## src/rtl/alu_serial_ctrl.sv

```systemverilog
// alu_serial_ctrl: bit-serial ALU controller built around one shared 1-bit ALU slice.
// Processes one operand bit per clock, LSB first: add (A+B), subtract (B-A),
// unsigned compare and bitwise AND. Results are registered and held until the
// next accepted start.
// Optional feature: define ALU_SERIAL_CTRL_OVF_EN to produce the signed overflow
// flag on ovf; when the macro is undefined ovf is tied to 0 and adds no state.

// One bit of the team ALU.
// Mode {m1,m0}: 00 a+b, 01 b-a (as b + ~a + cin), 10 compare, 11 a&b.
module ALU_1_bit (
   input  logic a,
   input  logic b,
   input  logic cin,
   input  logic m1,
   input  logic m0,
   output logic f,
   output logic cout,
   output logic a_gt_b,
   output logic a_lt_b
);
   logic x;

   // Subtraction inverts A so the same full adder computes b + ~a + cin.
   assign x = m0 ? ~a : a;

   // Mode-selected bit result and carry; non-arithmetic modes never carry.
   always_comb begin
      f    = 1'b0;
      cout = 1'b0;
      case ({m1, m0})
         2'b00, 2'b01: begin
            f    = x ^ b ^ cin;
            cout = (x & b) | (x & cin) | (b & cin);
         end
         2'b11:   f = a & b;
         default: f = 1'b0;
      endcase
   end

   assign a_gt_b = a & ~b;
   assign a_lt_b = ~a & b;
endmodule

module alu_serial_ctrl #(
   parameter int WIDTH = 4
) (
   input  logic             clk,
   input  logic             rst_n,
   input  logic             start,
   input  logic [1:0]       op,
   input  logic [WIDTH-1:0] a,
   input  logic [WIDTH-1:0] b,
   output logic             busy,
   output logic             done,
   output logic [WIDTH-1:0] result,
   output logic             cout,
   output logic             eq,
   output logic             gt,
   output logic             lt,
   output logic             ovf
);
   localparam int CW = $clog2(WIDTH);
   localparam logic [CW-1:0] LAST_BIT = CW'(WIDTH - 1);

   typedef enum logic [1:0] {
      S_IDLE,
      S_RUN,
      S_DONE
   } state_t;

   state_t           state_reg;
   logic [CW-1:0]    cnt_reg;
   logic [WIDTH-1:0] a_reg;
   logic [WIDTH-1:0] b_reg;
   logic [1:0]       op_reg;
   logic             carry_reg;
   logic             gt_acc_reg;
   logic             lt_acc_reg;
   logic             busy_reg;
   logic             done_reg;
   logic [WIDTH-1:0] result_reg;
   logic             cout_reg;
   logic             eq_reg;
   logic             gt_reg;
   logic             lt_reg;

   logic slice_a;
   logic slice_b;
   logic slice_f;
   logic slice_cout;
   logic slice_gt;
   logic slice_lt;
   logic is_arith;
   logic is_cmp;
   logic last_bit;
   logic gt_fin;
   logic lt_fin;

   assign slice_a  = a_reg[cnt_reg];
   assign slice_b  = b_reg[cnt_reg];
   assign is_arith = ~op_reg[1];
   assign is_cmp   = (op_reg == 2'b10);
   assign last_bit = (cnt_reg == LAST_BIT);

   ALU_1_bit u_slice (
      .a      (slice_a),
      .b      (slice_b),
      .cin    (carry_reg),
      .m1     (op_reg[1]),
      .m0     (op_reg[0]),
      .f      (slice_f),
      .cout   (slice_cout),
      .a_gt_b (slice_gt),
      .a_lt_b (slice_lt)
   );

   // Compare accumulators after folding in the current bit; a higher differing
   // bit always overrides whatever the lower bits decided.
   always_comb begin
      gt_fin = gt_acc_reg;
      lt_fin = lt_acc_reg;
      if (slice_gt) begin
         gt_fin = 1'b1;
         lt_fin = 1'b0;
      end else if (slice_lt) begin
         gt_fin = 1'b0;
         lt_fin = 1'b1;
      end
   end

`ifdef ALU_SERIAL_CTRL_OVF_EN
   logic ovf_reg;
   assign ovf = ovf_reg;
`else
   assign ovf = 1'b0;
`endif

   // Control FSM plus datapath: capture on start, one bit per RUN cycle, pulse done.
   always_ff @(posedge clk or negedge rst_n) begin
      if (!rst_n) begin
         state_reg  <= S_IDLE;
         cnt_reg    <= '0;
         a_reg      <= '0;
         b_reg      <= '0;
         op_reg     <= 2'b00;
         carry_reg  <= 1'b0;
         gt_acc_reg <= 1'b0;
         lt_acc_reg <= 1'b0;
         busy_reg   <= 1'b0;
         done_reg   <= 1'b0;
         result_reg <= '0;
         cout_reg   <= 1'b0;
         eq_reg     <= 1'b0;
         gt_reg     <= 1'b0;
         lt_reg     <= 1'b0;
`ifdef ALU_SERIAL_CTRL_OVF_EN
         ovf_reg    <= 1'b0;
`endif
      end else begin
         case (state_reg)
            S_IDLE, S_DONE: begin
               done_reg <= 1'b0;
               if (start) begin
                  state_reg  <= S_RUN;
                  busy_reg   <= 1'b1;
                  cnt_reg    <= '0;
                  a_reg      <= a;
                  b_reg      <= b;
                  op_reg     <= op;
                  // Subtraction is b + ~a + 1, so the carry chain starts at 1.
                  carry_reg  <= (op == 2'b01);
                  gt_acc_reg <= 1'b0;
                  lt_acc_reg <= 1'b0;
                  result_reg <= '0;
                  cout_reg   <= 1'b0;
                  eq_reg     <= 1'b0;
                  gt_reg     <= 1'b0;
                  lt_reg     <= 1'b0;
`ifdef ALU_SERIAL_CTRL_OVF_EN
                  ovf_reg    <= 1'b0;
`endif
               end else begin
                  state_reg <= S_IDLE;
               end
            end

            S_RUN: begin
               result_reg[cnt_reg] <= slice_f;
               carry_reg           <= slice_cout;
               gt_acc_reg          <= gt_fin;
               lt_acc_reg          <= lt_fin;
               if (last_bit) begin
                  state_reg <= S_DONE;
                  busy_reg  <= 1'b0;
                  done_reg  <= 1'b1;
                  cnt_reg   <= '0;
                  cout_reg  <= is_arith & slice_cout;
                  eq_reg    <= is_cmp & ~gt_fin & ~lt_fin;
                  gt_reg    <= is_cmp & gt_fin;
                  lt_reg    <= is_cmp & lt_fin;
`ifdef ALU_SERIAL_CTRL_OVF_EN
                  // carry_reg is the carry into the MSB stage on this cycle.
                  ovf_reg   <= is_arith & (carry_reg ^ slice_cout);
`endif
               end else begin
                  cnt_reg <= cnt_reg + CW'(1);
               end
            end

            default: begin
               state_reg <= S_IDLE;
               busy_reg  <= 1'b0;
               done_reg  <= 1'b0;
            end
         endcase
      end
   end

   assign busy   = busy_reg;
   assign done   = done_reg;
   assign result = result_reg;
   assign cout   = cout_reg;
   assign eq     = eq_reg;
   assign gt     = gt_reg;
   assign lt     = lt_reg;
endmodule

```

## config.mk

```make
export PLATFORM = sky130hd
export DESIGN_NAME = alu_serial_ctrl
export DESIGN_NICKNAME = d
export VERILOG_FILES = /design/src/rtl/alu_serial_ctrl.sv
export SDC_FILE = /design/constraint.sdc
export NUM_CORES = 1
export LEC_CHECK = 0
export ABC_AREA = 1
export CORE_ASPECT_RATIO = 1.2
export CORE_MARGIN = 1
export CORE_UTILIZATION = 51
export CTS_BUF_LIST = sky130_fd_sc_hd__clkbuf_16
export DETAILED_ROUTE_END_ITERATION = 8
export GPL_TIMING_DRIVEN = 0
export PLACE_DENSITY = 0.86
export SLEW_MARGIN = 0
export SYNTH_ARGS = -nofsm -noshare
export SYNTH_HDL_FRONTEND = slang
export SYNTH_SLANG_ARGS = --single-unit
```

## constraint.sdc

```tcl
create_clock -name clk -period 2.2 [get_ports clk]
set_input_delay 0.44 -clock clk [delete_from_list [all_inputs] [get_ports clk]]
set_output_delay 0.44 -clock clk [all_outputs]
set_load 0.01 [all_outputs]
```

==> impl_metrics.json <==
{
  "status": "complete, no violations",
  "rsz0062_at_grt": "no",
  "cp.arrival_ns": 2.13,
  "peakVddDrop_mv": 0.747,
  "port-buffer-count": 22,
  "antennaDiodeCount": 0,
  "cts_inserted_buffers": 3,
  "crit_path_max_incr_delay_ns": 0.44,
  "gp_congestion": 0.841,
  "setup_viol": 0,
  "synth_cell_types": 28,
  "antenna_found_initial": 0,
  "yosys.area.top_type": "dfrtp_1",
  "max_cap_violations": 0,
  "crit_path_frequent_cell": "nand2_1",
  "min_period_ns": 1.98,
  "p_leak_nw": 0.869,
  "final_cell_mix": "nand2_1, dfrtp_1, clkdlybuf4s50_1",
  "path_clk_slew_ns": 0.06,
  "clk_path_buf_depth": 2,
  "die_y_um": 58.8,
  "die_area_um2": 2900,
  "num_vias": 1039,
  "synth_area_leaders": "dfrtp_1, nand2_1, mux2_2",
  "clock-sinks": 26,
  "cts_setup_buffers": 0,
  "final_common_cell": "nand2_1",
  "cts-resized-gates": 0,
  "slew_violations": 0,
  "startpoint_type": "flop",
  "p_per_area_nw_per_um2": 1560,
  "clock_skew_ns": 0.00239,
  "cts_tree": "yes",
  "fillCellCount": 221,
  "yosys_warnings": 0,
  "power_frac_comb": 0.544,
  "first_pass_iters": 4,
  "switchingPower_w": 0.00116,
  "setup_tns_ns": 0,
  "grt_pass1_wl_um": 4350,
  "clockRootBuffer": "clkbuf_16",
  "wl_per_cell_um": 12.4,
  "crit_slowest_cell": "fa_1",
  "ant_nets": 0,
  "fin_crit_sh": 0.901,
  "synth_top_area_frac": 0.474,
  "coreArea_um2": 2550,
  "postSynthAreaPerCell_um2": 9.27,
  "crit_type": "flop to flop",
  "clock.fmax_ghz": 0.505,
  "finalHoldViolations": 0,
  "cp.required_ns": 2.35,
  "dpl.hpwl_um": 1990,
  "grt_pass1_vias": 1088,
  "worstPathCellList": "buf_6 -> nand2_1 -> nand3_1 -> nand2_2 -> xor2_1 -> inv_1 -> fa_1 -> nand2_1 -> nand2_2 -> nand2_1 -> nand2_1",
  "htreeDepth": 1,
  "start_util": 0.538,
  "grt_use_total": 0.208,
  "wirelength_um": 2560,
  "ys_ff_latch": 26,
  "area_delta_synth_final_pct": 24.5,
  "ys_seq_area_frac": 0.474,
  "syn_area_um2": 1370,
  "relSlewSlack": 0.247,
  "route.detailed.drc": 0,
  "rrSetupSlack_ns": 0.22,
  "io_pins": 24,
  "num_rows": 20,
  "synth_cells": 148,
  "routed_via_density": 5.04,
  "crit_path_max_fanout": 8,
  "switching_share": 0.436,
  "grt_start_max_net_pins": 27,
  "intPower_w": 0.00150,
  "nets": 193,
  "max_slew.worst_pin.slew_ns": 1.13,
  "drive_gt1_frac": 0.225,
  "hp-class": "flop to flop",
  "final_area_um2": 1710,
  "seqPwrFrac": 0.309,
  "syn_nets": 166,
  "worstSkewPairLatency_ns": 0.26,
  "clock_power_share": 0.147,
  "crit_path_end_kind": "flop",
  "die_w_um": 49.4,
  "placed_area_um2": 1630,
  "overflow": 0,
  "drt_iter0_drc": 20,
  "cts_hold_buf": 0,
  "utilization": 0.670
}
## synthesized netlist by cell type, drive strengths merged
cell type,count
nand2,55
nor2,5
a21oi,3
o31ai,1
fa,1
inv,18
o221ai,1
ha,4
buf,4
nand4,4
o21ai,5
mux2,7
xor2,1
or2,1
dfrtp,26
nand3,11
conb,1
## layer usage
| layer | vias to the layer above | global-route usage | routed length, um |
|---|---|---|---|
| met5 | - | 0 | 0 |
| met4 | 0 | 0.130 | 76 |
| met3 | 7 | 0.0388 | 86 |
| met2 | 31 | 0.407 | 1400 |
| met1 | 489 | 0.198 | 996 |
| li1 | 512 | - | - |
## layout make-up
cell class / instances / area (um2) / share of cell area
Buffer: 4 / 31.3 / 0.0183
Clock buffer: 3 / 75.1 / 0.0439
Inverter: 18 / 77.6 / 0.0454
Multi-Input combinational cell: 100 / 613 / 0.359
Sequential cell: 26 / 651 / 0.381
Tap cell: 33 / 41.3 / 0.0242
Timing Repair Buffer: 22 / 220 / 0.129
## cell families after synthesis
group           after synthesis  share of synthesized area
compound gates               10                     0.0410
simple gates                 76                      0.288
other cells                   1                    0.00273
flops                        26                      0.474
fa+ha+maj                     5                     0.0511
buf+inv                      22                     0.0793
xor+xnor                      1                    0.00638
mux                           7                     0.0574
## metrics by stage
step | hold WS, ns | total power [W] | setup slack [ns] | std cells
final | 0.478 | 0.00266 | 0.218 | 206
after global routing | 0.508 | 0.00287 | 0.111 | 206
after CTS | 0.482 | 0.00267 | 0.232 | 206
after detailed placement | 0.466 | 0.00227 | 0.248 | 203
after global placement | 0.457 | 0.00218 | 0.345 | 203
after floorplan | 0.144 | 0.00188 | 0.438 | 148
## power groups by stage
| stage | clock network [W] | logic (W) | registers [W] |
|---|---|---|---|
| after floorplan | 0 | 0.00106 | 0.000823 |
| after global placement | 0 | 0.00136 | 0.000817 |
| after detailed placement | 0 | 0.00144 | 0.000831 |
| after CTS | 0.000405 | 0.00145 | 0.000820 |
| after global routing | 0.000421 | 0.00161 | 0.000844 |
| final | 0.000392 | 0.00145 | 0.000821 |
## worst max-delay path: cells and delay by family, from the launching register on
family,cells,cell delay (ns)
xor gates and xnor gates,1,0.16
DFF,1,0.41
buffers and inverters,2,0.23
adders and majority gates,1,0.44
and+or+nand+nor,7,0.63
## worst paths after layout
path	depth (start not counted)	start	to
setup reg to reg	11	cnt_reg[0]	result[2]
min in group asynchronous	1	rst_n	b_reg[1]
hold reg to reg	2	result[3]	result[3]
max in group asynchronous	1	rst_n	a_reg[1]
setup / recovery	11	cnt_reg[0]	result[2]
hold / removal	2	result[3]	result[3]
Note: power is estimated with default switching activity, not from simulation.
